<file path="config.mk">
export PLATFORM = sky130hd
export DESIGN_NAME = otter_mem2_arbiter
export DESIGN_NICKNAME = d
export VERILOG_FILES = /design/src/rtl/otter_mem2_arbiter.sv
export SDC_FILE = /design/constraint.sdc
export NUM_CORES = 1
export LEC_CHECK = 0
export ABC_AREA = 1
export BUFFER_PORTS_ARGS = -buffer_cell sky130_fd_sc_hd__clkbuf_2
export CORE_MARGIN = 3
export CORE_UTILIZATION = 40
export DETAILED_ROUTE_END_ITERATION = 10
export PLACE_DENSITY_LB_ADDON = 0.2
export SYNTH_ARGS = -nofsm -noshare
export SYNTH_HDL_FRONTEND = slang
export SYNTH_SLANG_ARGS = --single-unit
export TNS_END_PERCENT = 50
</file>
<file path="constraint.sdc">
create_clock -name CLK -period 1.25 [get_ports CLK]
set_input_delay 0.25 -clock CLK [delete_from_list [all_inputs] [get_ports CLK]]
set_output_delay 0.25 -clock CLK [all_outputs]
set_load 0.05 [all_outputs]
</file>
<file path="src/rtl/otter_mem2_arbiter.sv">
// otter_mem2_arbiter: arbitrates OTTER memory port 2 between the MEM stage and the UART programmer.
// Define ARB_FAIR_EN to let a starved CPU beat a pending programmer write after MAX_WAIT stalls.
module otter_mem2_arbiter #(
    parameter int MAX_WAIT = 4,
    parameter int ADDR_W   = 32
) (
    input  logic              CLK,
    input  logic              RST,
    input  logic              CPU_REQ,
    input  logic              CPU_WE,
    input  logic [ADDR_W-1:0] CPU_ADDR,
    input  logic [31:0]       CPU_DIN,
    input  logic [1:0]        CPU_SIZE,
    input  logic              CPU_SIGN,
    output logic              CPU_STALL,
    output logic              CPU_RVALID,
    output logic [31:0]       CPU_DOUT,
    input  logic              PROG_REQ,
    input  logic [ADDR_W-1:0] PROG_ADDR,
    input  logic [31:0]       PROG_DATA,
    input  logic              PROG_LOCK,
    output logic              PROG_ACK,
    output logic              PROG_OVF,
    output logic [ADDR_W-1:0] MEM_ADDR2,
    output logic [31:0]       MEM_DIN2,
    output logic              MEM_WRITE2,
    output logic              MEM_READ2,
    output logic [1:0]        MEM_SIZE,
    output logic              MEM_SIGN,
    input  logic [31:0]       MEM_DOUT2
);
    typedef enum logic [1:0] {IDLE, RD_PEND, LOCKED} state_t;

    state_t            state, state_nx;
    logic              pending, ovf, capture;
    logic [ADDR_W-1:0] pend_addr;
    logic [31:0]       pend_data;
    logic              prog_win, cpu_win, cpu_load, cpu_first;

`ifdef ARB_FAIR_EN
    logic [2:0] wait_cnt;
    assign cpu_first = ~PROG_LOCK & (int'(wait_cnt) >= MAX_WAIT);
    always_ff @(posedge CLK) begin
        if (!RST)
            wait_cnt <= '0;
        else if (cpu_win)
            wait_cnt <= '0;
        else if (CPU_STALL && !PROG_LOCK && wait_cnt != 3'd7)
            wait_cnt <= wait_cnt + 3'd1;
    end
`else
    assign cpu_first = 1'b0;
`endif

    // Everything is gated by RST so the port is silent while reset is held.
    assign prog_win = RST & pending & ~(cpu_first & CPU_REQ);
    assign cpu_win  = RST & CPU_REQ & ~PROG_LOCK & ~prog_win;
    assign cpu_load = cpu_win & ~CPU_WE;
    // An issuing entry frees the slot in the same cycle, so a new pulse may refill it.
    assign capture  = PROG_REQ & (~pending | prog_win);

    always_comb begin
        state_nx = IDLE;
        if (PROG_LOCK)
            state_nx = LOCKED;
        else if (cpu_load)
            state_nx = RD_PEND;
    end

    always_ff @(posedge CLK) begin
        if (!RST) begin
            state     <= IDLE;
            pending   <= 1'b0;
            ovf       <= 1'b0;
            pend_addr <= '0;
            pend_data <= '0;
        end else begin
            state   <= state_nx;
            pending <= capture | (pending & ~prog_win);
            if (capture) begin
                pend_addr <= PROG_ADDR;
                pend_data <= PROG_DATA;
            end
            if (PROG_REQ && pending && !prog_win)
                ovf <= 1'b1;
        end
    end

    assign CPU_STALL  = RST & CPU_REQ & ~cpu_win;
    assign CPU_RVALID = RST & (state == RD_PEND);
    assign CPU_DOUT   = CPU_RVALID ? MEM_DOUT2 : '0;
    assign PROG_ACK   = prog_win;
    assign PROG_OVF   = RST & ovf;
    assign MEM_WRITE2 = prog_win | (cpu_win & CPU_WE);
    assign MEM_READ2  = cpu_load;
    assign MEM_ADDR2  = prog_win ? pend_addr : cpu_win ? CPU_ADDR : '0;
    assign MEM_DIN2   = prog_win ? pend_data : cpu_win ? CPU_DIN : '0;
    assign MEM_SIZE   = prog_win ? 2'b10 : cpu_win ? CPU_SIZE : 2'b00;
    assign MEM_SIGN   = cpu_win & CPU_SIGN;
endmodule

</file>
Word level (Yosys, flattened, before mapping)

Cells that the tools add are included.

Bits in registers: 68
Input bits: 169
Output and inout bits: 105

Eq/ne operators: 1
Multiplexer cells: 9
Bitwise operators: 21
Reduce and logical (&&, ||, !) cells: 4

Operators by type and width:

| operator                                                               | number |
|---|---|
| 32-bit two-way mux                                                     | 5 |
| 1-bit AND                                                              | 12 |
| 2-bit two-way mux                                                      | 3 |
| 1-bit NOT                                                              | 6 |
| 1-bit OR                                                               | 3 |
| 2-bit by 1-bit equality test with 1-bit output (second input constant) | 1 |
| 1-bit logical AND                                                      | 2 |
| 2-bit OR reduction                                                     | 1 |
| 1-bit logical NOT                                                      | 1 |
| 1-bit two-way mux                                                      | 1 |

Logic depth before layout (Yosys ltp)

Gate-level depths: netlist of the first run.

Word-level depth: 6
Depth in mapped cells: 7
Mapped depth without buffers: 5

Worst setup path before layout of the first run

OpenSTA, ideal clock, no wires.

Path type: flip-flop to output port
Start: register state[0]
End: output CPU_DOUT[10]
Data arrival time: 1.734 ns
Data required time: 1.000 ns
Path slack: -0.734 ns
Cell stages (with the launch flop): 6
Buffers on the path: 1
Cell sequence: dfxtp_1 nand2_1 nor2_2 inv_2 buf_2 nor2_1

Word-level cells in the longest chain between the ends: 3

Ends and longest elaborated chain:

| element                                        | RTL line | source |
|---|---|---|
| start: declaration                             | 34       | `state_t state, state_nx;` |
| start signal: assignment                       | 78       | `state <= state_nx;` |
| 2-bit by 1-bit equality test with 1-bit output | 90       | `assign CPU_RVALID = RST & (state == RD_PEND);` |
| 1-bit AND                                      | 90       |  |
| via CPU_RVALID                                 | 16       | `output logic CPU_RVALID,` |
| 32-bit two-way mux                             | 91       | `assign CPU_DOUT = CPU_RVALID ? MEM_DOUT2 : '0;` |
| end: declaration                               | 17       | `output logic [31:0] CPU_DOUT,` |

The timed path passes the listed nets, and every way through them passes these cells.

Worst setup path after layout of the first run

Start: register pending
End: output MEM_DIN2[11]

Word-level cells in the longest chain between the ends: 5

Ends and longest elaborated chain:

| element                  | RTL line | source |
|---|---|---|
| start: declaration       | 35       | `logic pending, ovf, capture;` |
| start signal: assignment | 79       | `pending <= capture \| (pending & ~prog_win);` |
| 1-bit AND (*)            | 56       | `assign prog_win = RST & pending & ~(cpu_first & CPU_REQ);` |
| 1-bit NOT                | 57       | `assign cpu_win = RST & CPU_REQ & ~PROG_LOCK & ~prog_win;` |
| 1-bit AND                | 57       |  |
| 32-bit two-way mux       | 97       | `assign MEM_DIN2 = prog_win ? pend_data : cpu_win ? CPU_DIN : '0;` |
| 32-bit two-way mux (*)   | 97       |  |
| end: declaration         | 25       | `output logic [31:0] MEM_DIN2,` |

Every way passes the cells marked *; elsewhere a longest branch is shown, timed or not.

==> run_results.csv, run 1 <==
group,metric,value,unit
route,drt-vias-per-instance,4.70,
power_and_ir_drop,p_per_area,791,mW/mm^2
floorplan,start_util,0.416,
sta,finalCritPeriodShare,1.39,
sta,finalHoldViolCount,0,
global_routing,grt_busiest_layer,"met2",
synthesis,ys_top_cells_by_area,"dfxtp_1 (31%), nand2_1 (17%), nand3_1 (15%)",
final_layout,area_growth_syn_to_layout,86.9,%
global_routing,grt_antenna_before_repair,0,
critical_path,start_kind,"flip-flop",
critical_path,crit_fanout,16,
synthesis,synth_cells,789,
critical_path,cp_common_cell,"buf_12",
critical_path,reg2reg_depth,6,
sta,grt_setup_unrepaired,"true",
synthesis,synth_top_area_share,0.314,
critical_path,end_kind,"primary output",
outcome,violations,"setup timing",
floorplan,core,0.0104,sq mm
cts,clkTransAtPathRegs,0.07,ns
critical_path,critPathMaxStageDelay,0.35,ns
global_routing,use_met3,0.0629,
cts,cts_tree,"yes",
final_layout,num_antenna_cells,0,
route,ant_nets,0,
floorplan,die_h,110,um
route,drt-total-wl,17100,um
final_layout,drive_gt1_frac,0.411,
critical_path,critPathKind,"flip-flop to primary output",
global_routing,grtUsageMet1,0.262,
synthesis,ys_seq_elements,68,
critical_path,r2r_slack,0.13,ns
critical_path,worst_path_max_delay_cell,"dfxtp_2",
placement,hpwl,10800,um
synthesis,seq_area_frac_synth,0.314,
route,num_vias,5626,
cts,cts_buffers,9,
placement,gp_congestion,0.764,
cts,cts.sinks,68,
sta,hold_ws,0.148,ns
sta,maxSlewHeadroom,0.824,
cts,cts_hold_buf,0,
critical_path,worstReg2RegEnd,"pend_addr[20]$_SDFFE_PN0P_",
route,drtPass1Iterations,4,
global_routing,first_global_vias,5183,
critical_path,cp_data_arrival_time,1.49,ns
critical_path,crit_chain,"nor2_4 -> buf_12 -> buf_12 -> nand3_1 -> nand2_4 -> clkbuf_8",
sta,layout_setup_ws,-0.492,ns
critical_path,worstReg2RegStart,"pending$_SDFF_PN0_",
floorplan,die-area,0.0121,sq mm
min_path,hp-class,"primary input to flip-flop",
synthesis,syn_nets,958,
synthesis,syn_area,0.00434,sq mm
outcome,outcome,"complete, but fails checks",
global_routing,gr-total-overflow,0,
final_layout,fin_nets,1224,
final_layout,final_common_cell,"clkbuf_2",
min_path,hold_end,"state[0]$_SDFF_PP0_",
route,drc,0,
min_path,hp-start,"CPU_WE",
sta,clock_skew,0.0108,ns
final_layout,fillers,722,
synthesis,yosysWarnings,0,
critical_path,cp_data_required_time,1.00,ns
cts,htreeDepth,3,
sta,max_clock_freq,574,MHz
cts,cts-root-buf,"clkbuf_8",
placement,port_buffers,273,
sta,period_needed,1.74,ns
route,wl_per_cell,14.3,um
global_routing,grt_max_degree,52,
power_and_ir_drop,cellLeakagePower,0.00464,uW
sta,worstMarginPinSlew,0.265,ns
synthesis,synth_area_leader_cell,"dfxtp_1",
global_routing,grt_usage,0.250,
global_routing,grt_pass1_wl,24100,um
final_layout,final_cell_mix,"clkbuf_2 (167), inv_1 (166), nand2_1 (146), nor2_1 (129), nand3_1 (116)",
min_path,min_path_cells,2,
global_routing,gr-usage-met2,0.465,
cts,cts_buffer_depth,2,
power_and_ir_drop,vdd_drop_max,0.592,mV
floorplan,ios,274,
cts,insertion_delay,0.34,ns
floorplan,die_width,110,um
synthesis,synth.distinct_cells,12,
synthesis,syn_avg_cell_area,5.50,sq um
route,drt-initial-drc-count,309,
floorplan,num_rows,37,
placement,preCtsSetupSlack,-0.343,ns
sta,drv_slew,0,
run,drv_cap,0,
sta,setup_viol,104,
-- metrics by stage --
stage	util	cells	setup TNS, ns	total power, uW	area [sq um]
2_1_floorplan	-	789	-15.02	3600	4960
3_3_place_gp	0.658	1177	-23.54	4230	6860
3_5_place_dp	0.658	1177	-24.42	4260	6860
4_1_cts	0.752	1193	-45.97	6330	7830
5_1_grt	0.778	1196	-51.42	6760	8110
6_report	0.778	1196	-42.04	6410	8110
-- cell type report --
| class | count | area, sq um | area share |
|---|---|---|---|
| Inverter | 170 | 646 | 0.0796 |
| Multi-Input combinational cell | 499 | 2710 | 0.335 |
| Clock buffer | 13 | 169 | 0.0208 |
| Sequential cell | 68 | 1370 | 0.168 |
| Tap cell | 136 | 170 | 0.0210 |
| Timing Repair Buffer | 307 | 3000 | 0.370 |
| Clock inverter | 3 | 43.8 | 0.00540 |
-- report_power, final --
part / internal, uW / total [uW] / switching [uW]
Combinational: 882 / 2080 / 1200
Sequential: 2330 / 2420 / 89.8
Clock: 1090 / 1920 / 829
Total: 4300 / 6410 / 2120
-- critical path: cells and delay by family (launching register included) --
kind | cells | cell delay (ns)
buf+inv | 3 | 0.45
simple gates | 3 | 0.36
flops | 1 | 0.35
-- worst max path at each step --
stage	startpoint	to	slack [ns]	depth (start not counted)
final	pending$_SDFF_PN0_	MEM_DIN2[11]	-0.49	6
after global placement	RST	MEM_DIN2[10]	-0.32	7
after detailed placement	RST	MEM_DIN2[10]	-0.34	7
after global routing	pending$_SDFF_PN0_	MEM_ADDR2[27]	-0.58	5
after floorplan	state[0]$_SDFF_PP0_	CPU_DOUT[10]	-0.26	5
after CTS	pending$_SDFF_PN0_	MEM_DIN2[0]	-0.51	6
-- registers in the layout (all words and copies together), names as in the netlist --
name and cells:
ovf 1, state 2, pend_addr 32, pend_data 32
pending 1
-- metal layers --
metal | up-vias | wire [um]
met2 | 231 | 9370
met5 | - | 0
met3 | 44 | 1430
li1 | 2817 | -
met4 | 0 | 607
met1 | 2534 | 5720
-- kinds of logic after synthesis --
family | Yosys count | share of synthesized area
buffers and inverters | 222 | 0.215
and+or+nand+nor | 498 | 0.470
AOI/OAI and AO/OA | 1 | 0.00115
DFF | 68 | 0.314
-- cell usage after synthesis --
cell and number:
a21oi_1 1, buf_2 24, buf_4 15, buf_6 2, clkbuf_1 11, dfxtp_1 68, inv_1 166, inv_2 4
nand2_1 201, nand3_1 130, nor2_1 165, nor2_2 2
-- what timing repair did --
item	CTS	global route
cloned	0	2
setup buffers	0	1
pin swaps	4	0
endpoints found under the setup margin	105	105
gates resized for setup	176	119
(Power assumes the default switching activity.)
==> run 2, diff against run 1 <==
Settings changed: SETUP_SLACK_MARGIN from default to 0.3.
==> run 2 against run 1 <==
Compared with the run above:
- the run still ends with setup timing left
- clock power shrank 7%
- register-to-register slack about the same
- sequential power up 2%
- hold slack better by 0.019 ns
- largest cell class is now multi-input gates
- via count up 13%
- die area unchanged
- largest power group is now combinational cells
- count of clock-buffer cells in the layout decreased by 2
- sequential cell count is the same
- final cell count is 1.2% higher
==> run_results.csv, run 2 (synthesized netlist as in run 1, its figures left out) <==
group,metric,value,unit
final_layout,final_cell_mix,"clkbuf_2 (167), inv_1 (165), nor2_1 (129), nand2_1 (101), nand3_1 (85)",
critical_path,worstReg2RegEnd,"pend_addr[28]$_SDFFE_PN0P_",
cts,cts_hold_buf,0,
route,wl_per_cell,19.3,um
route,num_vias,6361,
final_layout,final_util,0.911,
route,drc,0,
final_layout,fin_nets,1238,
sta,maxSlewHeadroom,0.787,
global_routing,grt_usage,0.310,
critical_path,critPathKind,"flip-flop to primary output",
route,drtPass1Iterations,5,
critical_path,cp_data_arrival_time,1.61,ns
final_layout,final_common_cell,"clkbuf_2",
floorplan,ios,274,
route,drt-initial-drc-count,547,
cts,cts-root-buf,"clkbuf_8",
power_and_ir_drop,cellLeakagePower,0.00506,uW
cts,insertion_delay,0.35,ns
outcome,violations,"setup timing",
sta,period_needed,1.86,ns
route,drt-vias-per-instance,5.26,
route,ant_nets,0,
critical_path,start_kind,"flip-flop",
placement,gp_congestion,0.808,
critical_path,cp_data_required_time,1.00,ns
floorplan,die_width,110,um
global_routing,grt_antenna_before_repair,0,
global_routing,grt_max_degree,55,
critical_path,reg2reg_depth,5,
sta,max_clock_freq,537,MHz
global_routing,grt_pass1_wl,29200,um
final_layout,regArea,0.00136,sq mm
final_layout,reg_top3,"pend_addr (32), pend_data (32), state (2)",
floorplan,die-area,0.0121,sq mm
min_path,hp-class,"primary input to flip-flop",
cts,cts_buffer_depth,2,
sta,setup_viol,104,
floorplan,num_rows,37,
cts,htreeDepth,3,
critical_path,crit_fanout,6,
sta,finalHoldViolCount,0,
critical_path,critPathLaunch,"pending$_SDFF_PN0_",
placement,port_buffers,273,
cts,cts.sinks,68,
critical_path,worstReg2RegStart,"pending$_SDFF_PN0_",
power_and_ir_drop,p_per_area,719,mW/mm^2
final_layout,area_growth_syn_to_layout,119,%
sta,layout_setup_ws,-0.613,ns
floorplan,die_h,110,um
critical_path,critPathCapture,"MEM_DIN2[31]",
cts,clkTransAtPathRegs,0.07,ns
power_and_ir_drop,vdd_drop_max,0.582,mV
final_layout,fillers,416,
floorplan,start_util,0.416,
placement,hpwl,11900,um
outcome,outcome,"complete, but fails checks",
route,drt-total-wl,23400,um
sta,drv_slew,0,
global_routing,gr-total-overflow,0,
power_and_ir_drop,power,6820,uW
final_layout,drive_gt1_frac,0.489,
critical_path,r2r_slack,0.14,ns
critical_path,end_kind,"primary output",
run,drv_cap,0,
global_routing,first_global_vias,5870,
floorplan,core,0.0104,sq mm
cts,cts_buffers,9,
sta,clock_skew,0.00696,ns
sta,finalCritPeriodShare,1.49,
cts,cts_tree,"yes",
sta,grt_setup_unrepaired,"true",
final_layout,num_antenna_cells,0,
final_layout,multi_input_area,0.00376,sq mm
sta,worstMarginPinSlew,0.320,ns
-- run 2: cell count changes in the layout (fill, tap and decap cells not counted), sizes merged --
cell / delta
inv: -1
clkinvlp: +1
clkbuf: +31
clkinv: +2
buf: -19
-- run 2: through the flow --
stage	cells	hold WS [ns]	TNS (ns)	setup WS, ns	instance area, sq um
3_5_place_dp	1176	0.443	-33.46	-0.462	8010
3_3_place_gp	1176	0.463	-30.69	-0.425	8010
4_1_cts	1200	0.124	-49.97	-0.592	9100
2_1_floorplan	789	0.315	-12.27	-0.262	6100
6_report	1210	0.167	-51.29	-0.613	9490
5_1_grt	1210	0.152	-56.35	-0.688	9490
-- run 2: worst min path at each step --
stage                                start                  end  slack [ns]  cells after the start
final                               CPU_WE  state[0]$_SDFF_PP0_        0.17                      2
after global routing                CPU_WE  state[0]$_SDFF_PP0_        0.15                      2
after CTS                           CPU_WE  state[0]$_SDFF_PP0_        0.12                      2
after detailed placement  ovf$_SDFFE_PN0P_     ovf$_SDFFE_PN0P_        0.44                      2
after global placement    ovf$_SDFFE_PN0P_     ovf$_SDFFE_PN0P_        0.46                      2
after floorplan                     CPU_WE  state[0]$_SDFF_PP0_        0.31                      1
-- run 2: cell type report --
type,count,area share
flip-flops and latches,68,0.144
clock inverters,5,0.00554
repair buffers,321,0.354
inverters,170,0.0684
clock buffers,11,0.0138
multi-input cells,499,0.396
well taps,136,0.0179
-- run 2: critical path: stages (launching register included) --
cell and delay [ns]:
dfxtp_2 0.35, nor2_4 0.13, buf_4 0.13, buf_6 0.11
buf_16 0.13, nand3_1 0.13, nand2_2 0.13, buf_8 0.15
-- run 2: timing repair --
item	4_1_cts	5_1_grt
pin swaps	4	5
setup endpoints to repair	156	170
cloned	2	8
endpoints found under the hold margin	0	0
setup buffers	6	2
gates resized for setup	180	75
-- run 2: layer usage --
layer  global-route usage  vias up  part of all wire
li1                     -     2863                 -
met1                0.336     2891              0.32
met2                0.558      478              0.51
met3               0.0850      129              0.11
met4                0.144        0             0.062
met5                    0        -                 0
-- run 2: power by group --
part	switching [uW]	total [uW]	internal, uW
Combinational	1500	2560	1060
Clock	877	1790	914
Sequential	150	2480	2330
==> run 3, diff against run 2 <==
Settings changed: CORE_UTILIZATION 40 to 35.
==> run 3 against run 2 <==
Compared with the run above:
- the flow still finishes with violations (setup timing)
- sequential share of layout area is 1.2 points lower
- clock skew is 0.00054 ns higher
- core utilization is 5.1 points lower
- hold slack better by 0.039 ns
- via count is 4.2% lower
- critical path type unchanged
- largest power group is now the clock network
==> run_results.csv, run 3 (synthesized netlist as in run 1, its figures left out) <==
group,metric,value,unit
sta,layout_setup_ws,-0.538,ns
final_layout,final_util,0.860,
floorplan,num_rows,40,
cts,cts-root-buf,"clkbuf_16",
floorplan,die_h,117,um
floorplan,die_width,117,um
route,drt-total-wl,21200,um
sta,finalCritPeriodShare,1.43,
route,wl_per_cell,16.7,um
cts,insertion_delay,0.32,ns
placement,gp_congestion,0.829,
global_routing,grtUsageMet1,0.306,
floorplan,ios,274,
cts,cts_hold_buf,0,
sta,finalHoldViolCount,0,
sta,fin_setup_tns,-46.11,ns
final_layout,fillers,634,
critical_path,critPathMaxStageDelay,0.37,ns
sta,clock_skew,0.00750,ns
final_layout,area_growth_syn_to_layout,139,%
floorplan,die-area,0.0138,sq mm
final_layout,fin_nets,1264,
route,num_vias,6096,
cts,cts.sinks,68,
global_routing,grt_busiest_layer,"met2",
power_and_ir_drop,vdd_drop_max,0.743,mV
power_and_ir_drop,p_per_area,773,mW/mm^2
route,drtPass1Iterations,5,
global_routing,first_global_vias,6106,
outcome,outcome,"complete, but fails checks",
placement,dp.cells,1229,
global_routing,gr-usage-met2,0.492,
min_path,hp-class,"primary input to flip-flop",
run,drv_cap,0,
sta,maxSlewHeadroom,0.807,
cts,cts_tree,"yes",
global_routing,grt_usage,0.273,
cts,cts_buffers,9,
sta,worstMarginPinSlew,0.290,ns
final_layout,reg_top3,"pend_addr (32), pend_data (32), state (2)",
sta,hold_ws,0.205,ns
sta,period_needed,1.79,ns
placement,hpwl,11800,um
global_routing,gr-total-overflow,0,
cts,cts_buffer_depth,2,
final_layout,stdcell_count,1268,
critical_path,crit_fanout,7,
floorplan,core,0.0121,sq mm
sta,setup_viol,104,
power_and_ir_drop,cellLeakagePower,0.00541,uW
critical_path,critPathKind,"flip-flop to primary output",
sta,drv_slew,0,
critical_path,cp_data_arrival_time,1.54,ns
placement,port_buffers,273,
route,drc,0,
route,drt-initial-drc-count,416,
outcome,violations,"setup timing",
sta,grt_setup_unrepaired,"true",
route,drt-vias-per-instance,4.81,
critical_path,worst_path_max_delay_cell,"dfxtp_4",
sta,max_clock_freq,559,MHz
final_layout,num_antenna_cells,0,
global_routing,grt_antenna_before_repair,0,
global_routing,grt_max_degree,35,
critical_path,cp_common_cell,"buf_12",
cts,clkTransAtPathRegs,0.06,ns
floorplan,start_util,0.360,
route,ant_nets,0,
final_layout,final_common_cell,"clkbuf_2",
critical_path,crit_chain,"nand2_4 -> clkinv_8 -> buf_6 -> buf_12 -> buf_12 -> nand2_8 -> nand2_8 -> buf_12",
critical_path,end_kind,"primary output",
critical_path,cp_data_required_time,1.00,ns
global_routing,grt_pass1_wl,30800,um
final_layout,final_cell_mix,"clkbuf_2 (167), inv_1 (165), nor2_1 (129), nand2_1 (99), nand3_1 (83)",
cts,htreeDepth,3,
final_layout,drive_gt1_frac,0.507,
critical_path,start_kind,"flip-flop",
global_routing,use_met3,0.0704,
-- run 3: layout make-up --
type	instances	area (sq um)	area share
Timing Repair Buffer	347	3910	0.377
Multi-Input combinational cell	499	3890	0.375
Sequential cell	68	1370	0.132
Inverter	170	657	0.0633
Clock buffer	11	253	0.0244
Tap cell	168	210	0.0203
Clock inverter	5	83.8	0.00808
-- run 3: repair_timing --
action,CTS,global route
gates cloned,5,3
setup endpoints to repair,152,171
gates resized for setup,216,78
pin swaps,12,17
setup buffers,7,8
-- run 3: routing by layer --
layer,routed length [um],vias up
li1,-,2913
met1,7850,2845
met2,11200,285
met3,1420,53
met4,659,0
met5,0,-
-- run 3: path summary, 6_finish.rpt --
check	startpoint	to	slack, ns	cells after the start
worst max register to register	pending$_SDFF_PN0_	pend_addr[15]$_SDFFE_PN0P_	0.14	5
worst max-delay path	pending$_SDFF_PN0_	MEM_ADDR2[26]	-0.54	8
worst min-delay path	PROG_DATA[30]	pend_data[30]$_SDFFE_PN0P_	0.21	5
worst min register to register	ovf$_SDFFE_PN0P_	ovf$_SDFFE_PN0P_	0.45	2
-- run 3: report_power, final --
| part | internal (uW) | total (uW) | switching, uW | leakage [uW] |
|---|---|---|---|---|
| sequential | 2330 | 2480 | 148 | 0.000567 |
| combinational | 1200 | 2690 | 1490 | 0.00469 |
| clock | 1860 | 2850 | 989 | 0.000158 |
| total | 5390 | 8020 | 2630 | 0.00541 |
-- run 3: stage by stage --
stage,power [uW],worst slack (ns),instance area [sq um]
floorplan,3890,-0.262,6100
global placement,4610,-0.332,8340
detailed placement,4650,-0.374,8340
CTS,7840,-0.523,9990
global route,8330,-0.607,10400
finish,8020,-0.538,10400
-- run 3: critical path, delay by kind of cell, from the launching register on --
kind                   cells  cell delay (ns)
flip-flops                 1             0.37
buffers and inverters      5             0.63
AND/OR/NAND/NOR            3             0.21
